## src/rtl/lc3b_types.sv

```systemverilog
// ============================================================================
// Module   : lc3b_types (package)
// Purpose  : Shared LC-3b types for the L1/L2 memory path: the word and
//            line bus widths plus the arbiter state and source encodings.
// Revision : 1.0 - initial release
// ============================================================================
`default_nettype none

package lc3b_types;

  typedef logic [15:0]  lc3b_word;
  typedef logic [127:0] pmem_bus;

  typedef enum logic [1:0] {
    ARB_IDLE = 2'd0,
    ARB_BUSY = 2'd1,
    ARB_RESP = 2'd2
  } arb_state_t;

  typedef enum logic {
    ARB_SRC_I = 1'b0,
    ARB_SRC_D = 1'b1
  } arb_src_t;

endpackage

`default_nettype wire

```

## src/rtl/arb_grant_select.sv

```systemverilog
// ============================================================================
// Module   : arb_grant_select
// Purpose  : Picks the icache or dcache as winner of the downstream port and
//            keeps the history that drives tie-breaking (starvation counter
//            for fixed priority, last grant for round-robin).
// Ports    : clk, rst_n        clock, async active-low reset
//            i_req_i, d_req_i  pending requests from icache / dcache
//            grant_i           a grant is being made this cycle
//            winner_o          combinational winner for the current requests
// Revision : 1.0 - initial release
// ============================================================================
`default_nettype none

module arb_grant_select
  import lc3b_types::*;
#(
  parameter int ARB_MODE     = 0,
  parameter int STARVE_LIMIT = 4
) (
  input  logic     clk,
  input  logic     rst_n,
  input  logic     i_req_i,
  input  logic     d_req_i,
  input  logic     grant_i,
  output arb_src_t winner_o
);

  localparam int              CNT_W   = (STARVE_LIMIT < 1) ? 1 : $clog2(STARVE_LIMIT + 1);
  localparam logic [CNT_W-1:0] C_LIMIT = CNT_W'(STARVE_LIMIT);

  logic [CNT_W-1:0] starve_cnt_q;
  arb_src_t         last_grant_q;
  logic             w_at_limit;
  arb_src_t         w_tie_winner;

  assign w_at_limit = (starve_cnt_q == C_LIMIT);

  always_comb begin
    w_tie_winner = ARB_SRC_D;
    if (ARB_MODE == 1) begin
      // Round-robin: whoever did not win last time takes the tie.
      w_tie_winner = (last_grant_q == ARB_SRC_I) ? ARB_SRC_D : ARB_SRC_I;
    end else begin
      // Fixed dcache priority unless the icache has been starved long enough.
      w_tie_winner = w_at_limit ? ARB_SRC_I : ARB_SRC_D;
    end
  end

  always_comb begin
    winner_o = w_tie_winner;
    if (i_req_i && !d_req_i) begin
      winner_o = ARB_SRC_I;
    end else if (d_req_i && !i_req_i) begin
      winner_o = ARB_SRC_D;
    end
  end

  always_ff @(posedge clk or negedge rst_n) begin
    if (!rst_n) begin
      starve_cnt_q <= '0;
      last_grant_q <= ARB_SRC_I;
    end else if (grant_i) begin
      last_grant_q <= winner_o;
      if (winner_o == ARB_SRC_I) begin
        starve_cnt_q <= '0;
      end else if (i_req_i && !w_at_limit) begin
        // Only dcache wins taken against a waiting icache count as starvation.
        starve_cnt_q <= starve_cnt_q + CNT_W'(1);
      end
    end
  end

endmodule

`default_nettype wire

```

## src/rtl/l1_mem_arbiter.sv

```systemverilog
// ============================================================================
// Module   : l1_mem_arbiter
// Purpose  : Shares one line-wide downstream memory port between the L1
//            icache and dcache. One transaction at a time: arbitrate in IDLE,
//            hold the latched request in BUSY until l2_resp, then pulse the
//            winner's resp for one cycle in RESP.
// Ports    : clk, rst_n                        clock, async active-low reset
//            i_pmem_read/address               icache fill request
//            i_pmem_rdata/resp                 icache fill return
//            d_pmem_read/write/address/wdata   dcache fill / writeback request
//            d_pmem_rdata/resp                 dcache return
//            l2_read/write/address/wdata       downstream request (registered)
//            l2_rdata/resp                     downstream completion
// Revision : 1.0 - initial release
// ============================================================================
`default_nettype none

module l1_mem_arbiter
  import lc3b_types::*;
#(
  parameter int ADDR_WIDTH   = $bits(lc3b_word),
  parameter int LINE_WIDTH   = $bits(pmem_bus),
  parameter int ARB_MODE     = 0,
  parameter int STARVE_LIMIT = 4
) (
  input  logic                  clk,
  input  logic                  rst_n,
  input  logic                  i_pmem_read,
  input  logic [ADDR_WIDTH-1:0] i_pmem_address,
  output logic [LINE_WIDTH-1:0] i_pmem_rdata,
  output logic                  i_pmem_resp,
  input  logic                  d_pmem_read,
  input  logic                  d_pmem_write,
  input  logic [ADDR_WIDTH-1:0] d_pmem_address,
  input  logic [LINE_WIDTH-1:0] d_pmem_wdata,
  output logic [LINE_WIDTH-1:0] d_pmem_rdata,
  output logic                  d_pmem_resp,
  output logic                  l2_read,
  output logic                  l2_write,
  output logic [ADDR_WIDTH-1:0] l2_address,
  output logic [LINE_WIDTH-1:0] l2_wdata,
  input  logic [LINE_WIDTH-1:0] l2_rdata,
  input  logic                  l2_resp
);

  arb_state_t            state_q;
  arb_src_t              winner_q;
  arb_src_t              w_winner;
  logic                  w_d_req;
  logic                  w_grant;
  logic                  l2_read_q;
  logic                  l2_write_q;
  logic [ADDR_WIDTH-1:0] l2_address_q;
  logic [LINE_WIDTH-1:0] l2_wdata_q;
  logic [LINE_WIDTH-1:0] i_rdata_q;
  logic [LINE_WIDTH-1:0] d_rdata_q;
  logic                  i_resp_q;
  logic                  d_resp_q;

  assign w_d_req = d_pmem_read | d_pmem_write;
  assign w_grant = (state_q == ARB_IDLE) && (i_pmem_read || w_d_req);

  arb_grant_select #(
    .ARB_MODE    (ARB_MODE),
    .STARVE_LIMIT(STARVE_LIMIT)
  ) u_grant_select (
    .clk     (clk),
    .rst_n   (rst_n),
    .i_req_i (i_pmem_read),
    .d_req_i (w_d_req),
    .grant_i (w_grant),
    .winner_o(w_winner)
  );

  always_ff @(posedge clk or negedge rst_n) begin
    if (!rst_n) begin
      state_q      <= ARB_IDLE;
      winner_q     <= ARB_SRC_I;
      l2_read_q    <= 1'b0;
      l2_write_q   <= 1'b0;
      l2_address_q <= '0;
      l2_wdata_q   <= '0;
      i_rdata_q    <= '0;
      d_rdata_q    <= '0;
      i_resp_q     <= 1'b0;
      d_resp_q     <= 1'b0;
    end else begin
      case (state_q)
        ARB_IDLE: begin
          if (w_grant) begin
            winner_q <= w_winner;
            state_q  <= ARB_BUSY;
            if (w_winner == ARB_SRC_D) begin
              l2_address_q <= d_pmem_address;
              l2_wdata_q   <= d_pmem_wdata;
              // Read and write together is illegal; the write takes precedence.
              l2_write_q   <= d_pmem_write;
              l2_read_q    <= ~d_pmem_write;
            end else begin
              l2_address_q <= i_pmem_address;
              l2_read_q    <= 1'b1;
              l2_write_q   <= 1'b0;
            end
          end
        end
        ARB_BUSY: begin
          if (l2_resp) begin
            l2_read_q  <= 1'b0;
            l2_write_q <= 1'b0;
            state_q    <= ARB_RESP;
            if (winner_q == ARB_SRC_D) begin
              d_rdata_q <= l2_rdata;
              d_resp_q  <= 1'b1;
            end else begin
              i_rdata_q <= l2_rdata;
              i_resp_q  <= 1'b1;
            end
          end
        end
        ARB_RESP: begin
          // The served requester still shows its request here, so no grant.
          i_resp_q <= 1'b0;
          d_resp_q <= 1'b0;
          state_q  <= ARB_IDLE;
        end
        default: begin
          state_q <= ARB_IDLE;
        end
      endcase
    end
  end

  assign l2_read      = l2_read_q;
  assign l2_write     = l2_write_q;
  assign l2_address   = l2_address_q;
  assign l2_wdata     = l2_wdata_q;
  assign i_pmem_rdata = i_rdata_q;
  assign d_pmem_rdata = d_rdata_q;
  assign i_pmem_resp  = i_resp_q;
  assign d_pmem_resp  = d_resp_q;

endmodule

`default_nettype wire

```

## config.mk

```make
export PLATFORM = sky130hd
export DESIGN_NAME = l1_mem_arbiter
export DESIGN_NICKNAME = d
export VERILOG_FILES = /design/src/rtl/lc3b_types.sv /design/src/rtl/arb_grant_select.sv /design/src/rtl/l1_mem_arbiter.sv
export SDC_FILE = /design/constraint.sdc
export NUM_CORES = 1
export LEC_CHECK = 0
export CAP_MARGIN = 20
export CORE_AREA = 2 2 269 271
export CTS_CLUSTER_SIZE = 8
export DETAILED_ROUTE_END_ITERATION = 16
export DIE_AREA = 0 0 271 273
export DONT_BUFFER_PORTS = 1
export GPL_ROUTABILITY_DRIVEN = 0
export SYNTH_ARGS = -nofsm -noshare
export SYNTH_HDL_FRONTEND = slang
export SYNTH_SLANG_ARGS = --single-unit
```

## constraint.sdc

```tcl
create_clock -name clk -period 3.8 [get_ports clk]
set_input_delay 1.14 -clock clk [delete_from_list [all_inputs] [get_ports clk]]
set_output_delay 1.14 -clock clk [all_outputs]
set_load 0.05 [all_outputs]
```

Yosys cells after proc, flatten, opt, wreduce, memory -nomap -nowiden
Index checks and enable logic that the tools add are counted.
{"block": "classes", "reduce_logical": 20, "addsub": 1, "muxes": 22, "bitwise_logic": 3, "n_eq_ne": 8}
{"cell": "$reduce_and A3 Y1", "n": 6}
{"cell": "$mux W16", "n": 1}
{"cell": "$mux W1", "n": 12}
{"cell": "$pmux W1 S2", "n": 4}
{"cell": "$mux W3", "n": 2}
{"cell": "$ne A2 B2 Y1 const B", "n": 3}
{"cell": "$reduce_and A2 Y1", "n": 3}
{"cell": "$logic_and A1 B1 Y1", "n": 4}
{"cell": "$mux W2", "n": 2}
{"cell": "$ne A2 B1 Y1 const B", "n": 2}
{"cell": "$pmux W2 S2", "n": 1}
{"cell": "$reduce_bool A2 Y1", "n": 2}
{"cell": "$add A3 B1 Y3 const B", "n": 1}
{"cell": "$eq A3 B3 Y1 const B", "n": 1}
{"cell": "$logic_not A1 Y1", "n": 3}
{"cell": "$eq A2 B1 Y1 const B", "n": 1}
{"cell": "$eq A2 B2 Y1 const B", "n": 1}
{"cell": "$logic_not A2 Y1", "n": 1}
{"cell": "$not A1 Y1", "n": 2}
{"cell": "$logic_or A1 B1 Y1", "n": 1}
{"cell": "$or A1 B1 Y1", "n": 1}
{"block": "totals", "ff_bits": 410, "wordCells": 65}

Longest topological paths before layout
{"block": "logic_depth", "depth_word": 7, "ltp_mapped": 8, "ltp_nobuf": 5}

Cells and area by module
Synthesis repeated with hierarchy kept, for this count alone.
{"block": "hier_totals", "hier_cells": 917, "hier_area_um2": 15912.8}
{"mod": "l1_mem_arbiter", "seq_area_each_um2": 10184.8, "area_per_inst_um2": 15683.8, "cells_each": 890, "n_inst": 1}
{"mod": "arb_grant_select", "seq_area_each_um2": 75.1, "area_per_inst_um2": 229.0, "cells_each": 27, "n_inst": 1}

Worst setup path after synthesis
No wires, ideal clock.
{"block": "synth_path", "path_type": "input -> register", "startpoint": "input port d_pmem_write", "endpoint": "register l2_wdata_q[50], in the netlist l2_wdata[50]", "t_required_ps": 3675, "arrival_ps": 2260, "n_path_buf": 3, "slack_ps": 1415, "setup_ps": 125, "path_stages": 6, "cell_sequence": "or2_1 > nand3_1 > buf_2 > buf_6 > buf_6 > mux2_4"}
{"block": "synth_via", "elab_chain_len": 5, "elab_cells_between_ends": 9, "classes_between": "2 x mux; 1 x bitwise; 6 x reduce/logical"}
{"element": "start: declaration", "line": "l1_mem_arbiter.sv:33", "text": "input logic d_pmem_write,"}
{"element": "$or A1 B1 Y1 (*)", "line": "l1_mem_arbiter.sv:60", "text": "assign w_d_req = d_pmem_read | d_pmem_write;"}
{"element": "$logic_and A1 B1 Y1 or $logic_not A1 Y1 (tied branches)", "line": "arb_grant_select.sv:53, arb_grant_select.sv:51"}
{"element": "$mux W1 or $logic_and A1 B1 Y1 (tied branches)", "line": "arb_grant_select.sv:53, arb_grant_select.sv:51"}
{"element": "$mux W1", "line": "arb_grant_select.sv:51", "text": "if (i_req_i && !d_req_i) begin"}
{"element": "$reduce_and A3 Y1 (no source line) (*)"}
{"element": "end signal: assignment", "line": "l1_mem_arbiter.sv:95", "text": "l2_wdata_q <= d_pmem_wdata;"}
{"element": "end: declaration", "line": "l1_mem_arbiter.sv:54", "text": "logic [LINE_WIDTH-1:0] l2_wdata_q;"}
Mark *: on every way between the ends. The rest lies on a longest branch, timed or not.
A chain may end at the register's enable or synchronous reset.

Final worst setup path
{"block": "layout_path", "startpoint": "register l2_address_q[2], in the netlist l2_address[2]", "endpoint": "output port l2_address[2]"}
{"element": "start: declaration", "line": "l1_mem_arbiter.sv:53", "text": "logic [ADDR_WIDTH-1:0] l2_address_q;"}
{"element": "start signal: assignment", "line": "l1_mem_arbiter.sv:94", "text": "l2_address_q <= d_pmem_address;"}
{"element": "start signal: assignment", "line": "l1_mem_arbiter.sv:100", "text": "l2_address_q <= i_pmem_address;"}
{"element": "end: declaration", "line": "l1_mem_arbiter.sv:40", "text": "output logic [ADDR_WIDTH-1:0] l2_address,"}
No word-level cell between the ends.

==> flow_summary.rst <==
.. list-table::
   :header-rows: 1

   * - Metric
     - Value
   * - Status
     - finished clean
   * - Width of the die
     - 271 µm
   * - Main synth FF type
     - sky130_fd_sc_hd__dfrtp_1
   * - Final min period
     - 2.60 ns
   * - Mean cell area of the mapped netlist
     - 17.5 µm²
   * - Starting DRT DRC Count
     - 376
   * - Sequential cell area
     - 10300 µm²
   * - Setup TNS Final
     - 0 ns
   * - Critical Path Start Type
     - flip-flop
   * - Final setup violation count
     - 0
   * - Reg-to-reg startpoint
     - state_q[1]
   * - Number of global-route vias before repair
     - 8776
   * - Cells resized by post-CTS repair
     - 0
   * - Hold-fix buffers at CTS
     - 0
   * - Clock transition at path regs
     - 0.05 ns
   * - Number of nets in the layout
     - 1244
   * - Count of clock tree sinks
     - 410
   * - Max-Cap Viols
     - 0
   * - Root cell of the clock tree
     - sky130_fd_sc_hd__clkbuf_16
   * - Number of cells produced by synthesis
     - 911
   * - Filler instances
     - 7196
   * - Aggregate global routing overflow
     - 0
   * - Worst Tran Pin Value
     - 1.01 ns
   * - Multi-input gate area
     - 5340 µm²
   * - Data arrival at the endpoint of the critical path
     - 1.46 ns
   * - Die ar.
     - 74000 µm²
   * - RSZ-0062 raised after global routing
     - false
   * - Count of input and output buffers
     - 0
   * - Cell area reported after detailed placement
     - 17000 µm²
   * - Global-route wire length before repair
     - 61300 µm
   * - Syn_nets
     - 1207
   * - Final worst clock skew
     - 0.0145 ns
   * - TritonCTS clock tree
     - built
   * - Clock buffers created by TritonCTS
     - 57
   * - Share of cells above drive strength 1
     - 38.2%
   * - Row cnt
     - 98
   * - Part of the Yosys area used for sequential elements
     - 64.3%
   * - Number of post-CTS setup repair buffers
     - 0
   * - Clock Path Buffers
     - 3
   * - Area Overhead vs Synth
     - 16.3%
   * - Number of antenna violations at the first check in global routing
     - 3
   * - Vias per Instance
     - 4.19
   * - Worst-case headroom to the max-slew limit
     - 32.9%
   * - Avg WL per Cell
     - 22.6 µm
   * - Drt first pass iters
     - 5
   * - Worst Setup Path Type
     - reg -> out
   * - Final Cycle Share
     - 68.4%
   * - EDFF count, synth
     - 0
   * - Final worst slack
     - 1.20 ns
   * - Maximum level of the CTS H-tree
     - 2
   * - Leading cell types by count after synthesis
     - 410 x sky130_fd_sc_hd__dfrtp_1, 134 x sky130_fd_sc_hd__mux2_2, 131 x sky130_fd_sc_hd__mux2_1
   * - Yosys reg bits
     - 410
   * - Vertical die dimension
     - 273 µm
   * - IO Pins
     - 698
   * - Half-perimeter wire length after detailed placement
     - 31400 µm
   * - Largest net degree at the start of global routing
     - 411
   * - Netlist Area Pre-Place
     - 16000 µm²
   * - Number of unique standard cell types used by synthesis
     - 31
   * - Final Hold Violating Endpoints
     - 0
   * - Top-count cell post-synth
     - sky130_fd_sc_hd__dfrtp_1
   * - Leading area contributor after synthesis
     - sky130_fd_sc_hd__dfrtp_1
   * - Remaining routing DRC violations
     - 0
   * - Path category of the worst min-delay check
     - in -> async
   * - Effective utilization at floorplan
     - 22.5%
   * - Warning count from the yosys run
     - 0
   * - Area contributors post-synth
     - sky130_fd_sc_hd__dfrtp_1 64%, sky130_fd_sc_hd__mux2_4 11%, sky130_fd_sc_hd__mux2_2 9.5%, sky130_fd_sc_hd__mux2_1 9.2%, sky130_fd_sc_hd__buf_6 1.3%
   * - Crit end category
     - output pin
   * - Share of the synthesized area in the top cell type
     - 64.3%
   * - First element of the critical path
     - l2_address[2]
   * - Total detailed-routing wirelength
     - 43000 µm
   * - Top achievable clock speed
     - 385 MHz
   * - Crit Path Max Fanout
     - 2
   * - Worst slack at placement
     - 0.911 ns
   * - Post-Route Hold Slack
     - 0.272 ns
   * - Synth async-reset ratio
     - 100%
   * - Detailed-route via count
     - 7979
   * - Global routing usage summed across all routing layers
     - 10.9%
   * - Final slew viol count
     - 0
   * - Number of nets still failing antenna checks after routing
     - 0
   * - Worst path required time
     - 2.66 ns
   * - Clock Latency Late Sink
     - 0.58 ns
   * - Cell area after layout
     - 18500 µm²
   * - Total core area
     - 71000 µm²
cell usage in the layout, fill, tap and decap left out:
cell	n
sky130_fd_sc_hd__diode_2	1
sky130_fd_sc_hd__clkbuf_1	2
sky130_fd_sc_hd__nand3b_1	17
sky130_fd_sc_hd__inv_2	1
sky130_fd_sc_hd__nor3_1	1
sky130_fd_sc_hd__nor2_1	3
sky130_fd_sc_hd__inv_1	3
sky130_fd_sc_hd__o2bb2ai_2	1
sky130_fd_sc_hd__clkbuf_16	58
sky130_fd_sc_hd__ha_1	2
sky130_fd_sc_hd__dfrtp_1	410
sky130_fd_sc_hd__nand2_8	1
sky130_fd_sc_hd__o21a_1	1
sky130_fd_sc_hd__clkinv_8	1
sky130_fd_sc_hd__mux2i_1	2
sky130_fd_sc_hd__nand2_1	4
sky130_fd_sc_hd__nand3_4	1
sky130_fd_sc_hd__nand2b_1	1
sky130_fd_sc_hd__a22o_1	1
sky130_fd_sc_hd__buf_4	22
sky130_fd_sc_hd__o21ai_0	2
sky130_fd_sc_hd__a211oi_1	1
sky130_fd_sc_hd__nand3_1	3
sky130_fd_sc_hd__or2_1	1
sky130_fd_sc_hd__nor3b_2	1
sky130_fd_sc_hd__mux2_2	134
sky130_fd_sc_hd__or3b_2	1
sky130_fd_sc_hd__nor2_4	1
sky130_fd_sc_hd__buf_12	4
sky130_fd_sc_hd__mux2_1	131
sky130_fd_sc_hd__o221a_2	16
sky130_fd_sc_hd__mux2_4	120
sky130_fd_sc_hd__a21oi_1	1
sky130_fd_sc_hd__and2_1	1
sky130_fd_sc_hd__a21o_1	1
sky130_fd_sc_hd__clkbuf_8	2
path summary, 6_finish.rpt:
| path | endpoint | slack, ns | depth (start not counted) |
|---|---|---|---|
| setup / recovery | l2_address[2] | 1.20 | 0 |
| hold / removal | l2_wdata[54] | 0.27 | 0 |
| setup reg to reg | i_pmem_rdata[82] | 1.54 | 4 |
| hold reg to reg | u_grant_select.starve_cnt_q[2] | 0.54 | 1 |
| max in group asynchronous | i_pmem_rdata[4] | 2.76 | 0 |
| min in group clk | u_grant_select.starve_cnt_q[2] | 0.54 | 1 |
registers in the layout, indices dropped and copies added (netlist names):
| signal | count |
|---|---|
| u_grant_select.starve_cnt_q | 3 |
| i_pmem_rdata | 128 |
| winner_q | 1 |
| l2_address | 16 |
| l2_read | 1 |
| d_pmem_resp | 1 |
| i_pmem_resp | 1 |
| state_q | 2 |
| d_pmem_rdata | 128 |
| l2_wdata | 128 |
| l2_write | 1 |
kinds of logic (layout without fill, tap and decap cells):
family	after synthesis	after routing	share of synthesized area (%)
flops	410	410	64.3
fa+ha+maj	2	2	0.157
buf+inv	52	93	2.49
simple gates	36	36	1.44
compound gates	24	24	1.47
other cells	0	1	0
mux	387	387	30.1
cell type report:
cell class	instances	area share [%]
Sequential cell	410	55.3
Multi-Input combinational cell	449	28.8
Clock buffer	62	8.01
Tap cell	950	6.41
Timing Repair Buffer	26	1.32
Clock inverter	1	0.0877
Inverter	4	0.0809
Antenna cell	1	0.0135
through the flow:
step / utilization, % / cells
after global routing: 26.1 / 1903
after floorplan: - / 911
after CTS: 26.1 / 1902
after global placement: 24.0 / 1839
after detailed placement: 24.0 / 1839
final: 26.1 / 1903
routing by layer:
layer  GRT usage, %  wire length (µm)  vias to the layer above  share of wire, %
met2           18.4             21600                      431                50
li1               -                 -                     3277                 -
met1           12.2             15600                     4196                36
met4           3.81              1160                        4               2.7
met3           4.82              4630                       71                11
met5              0                26                        -             0.060
Power is not shown: default switching activity piles up to over one toggle a cycle in this logic, so the estimate is an artifact.
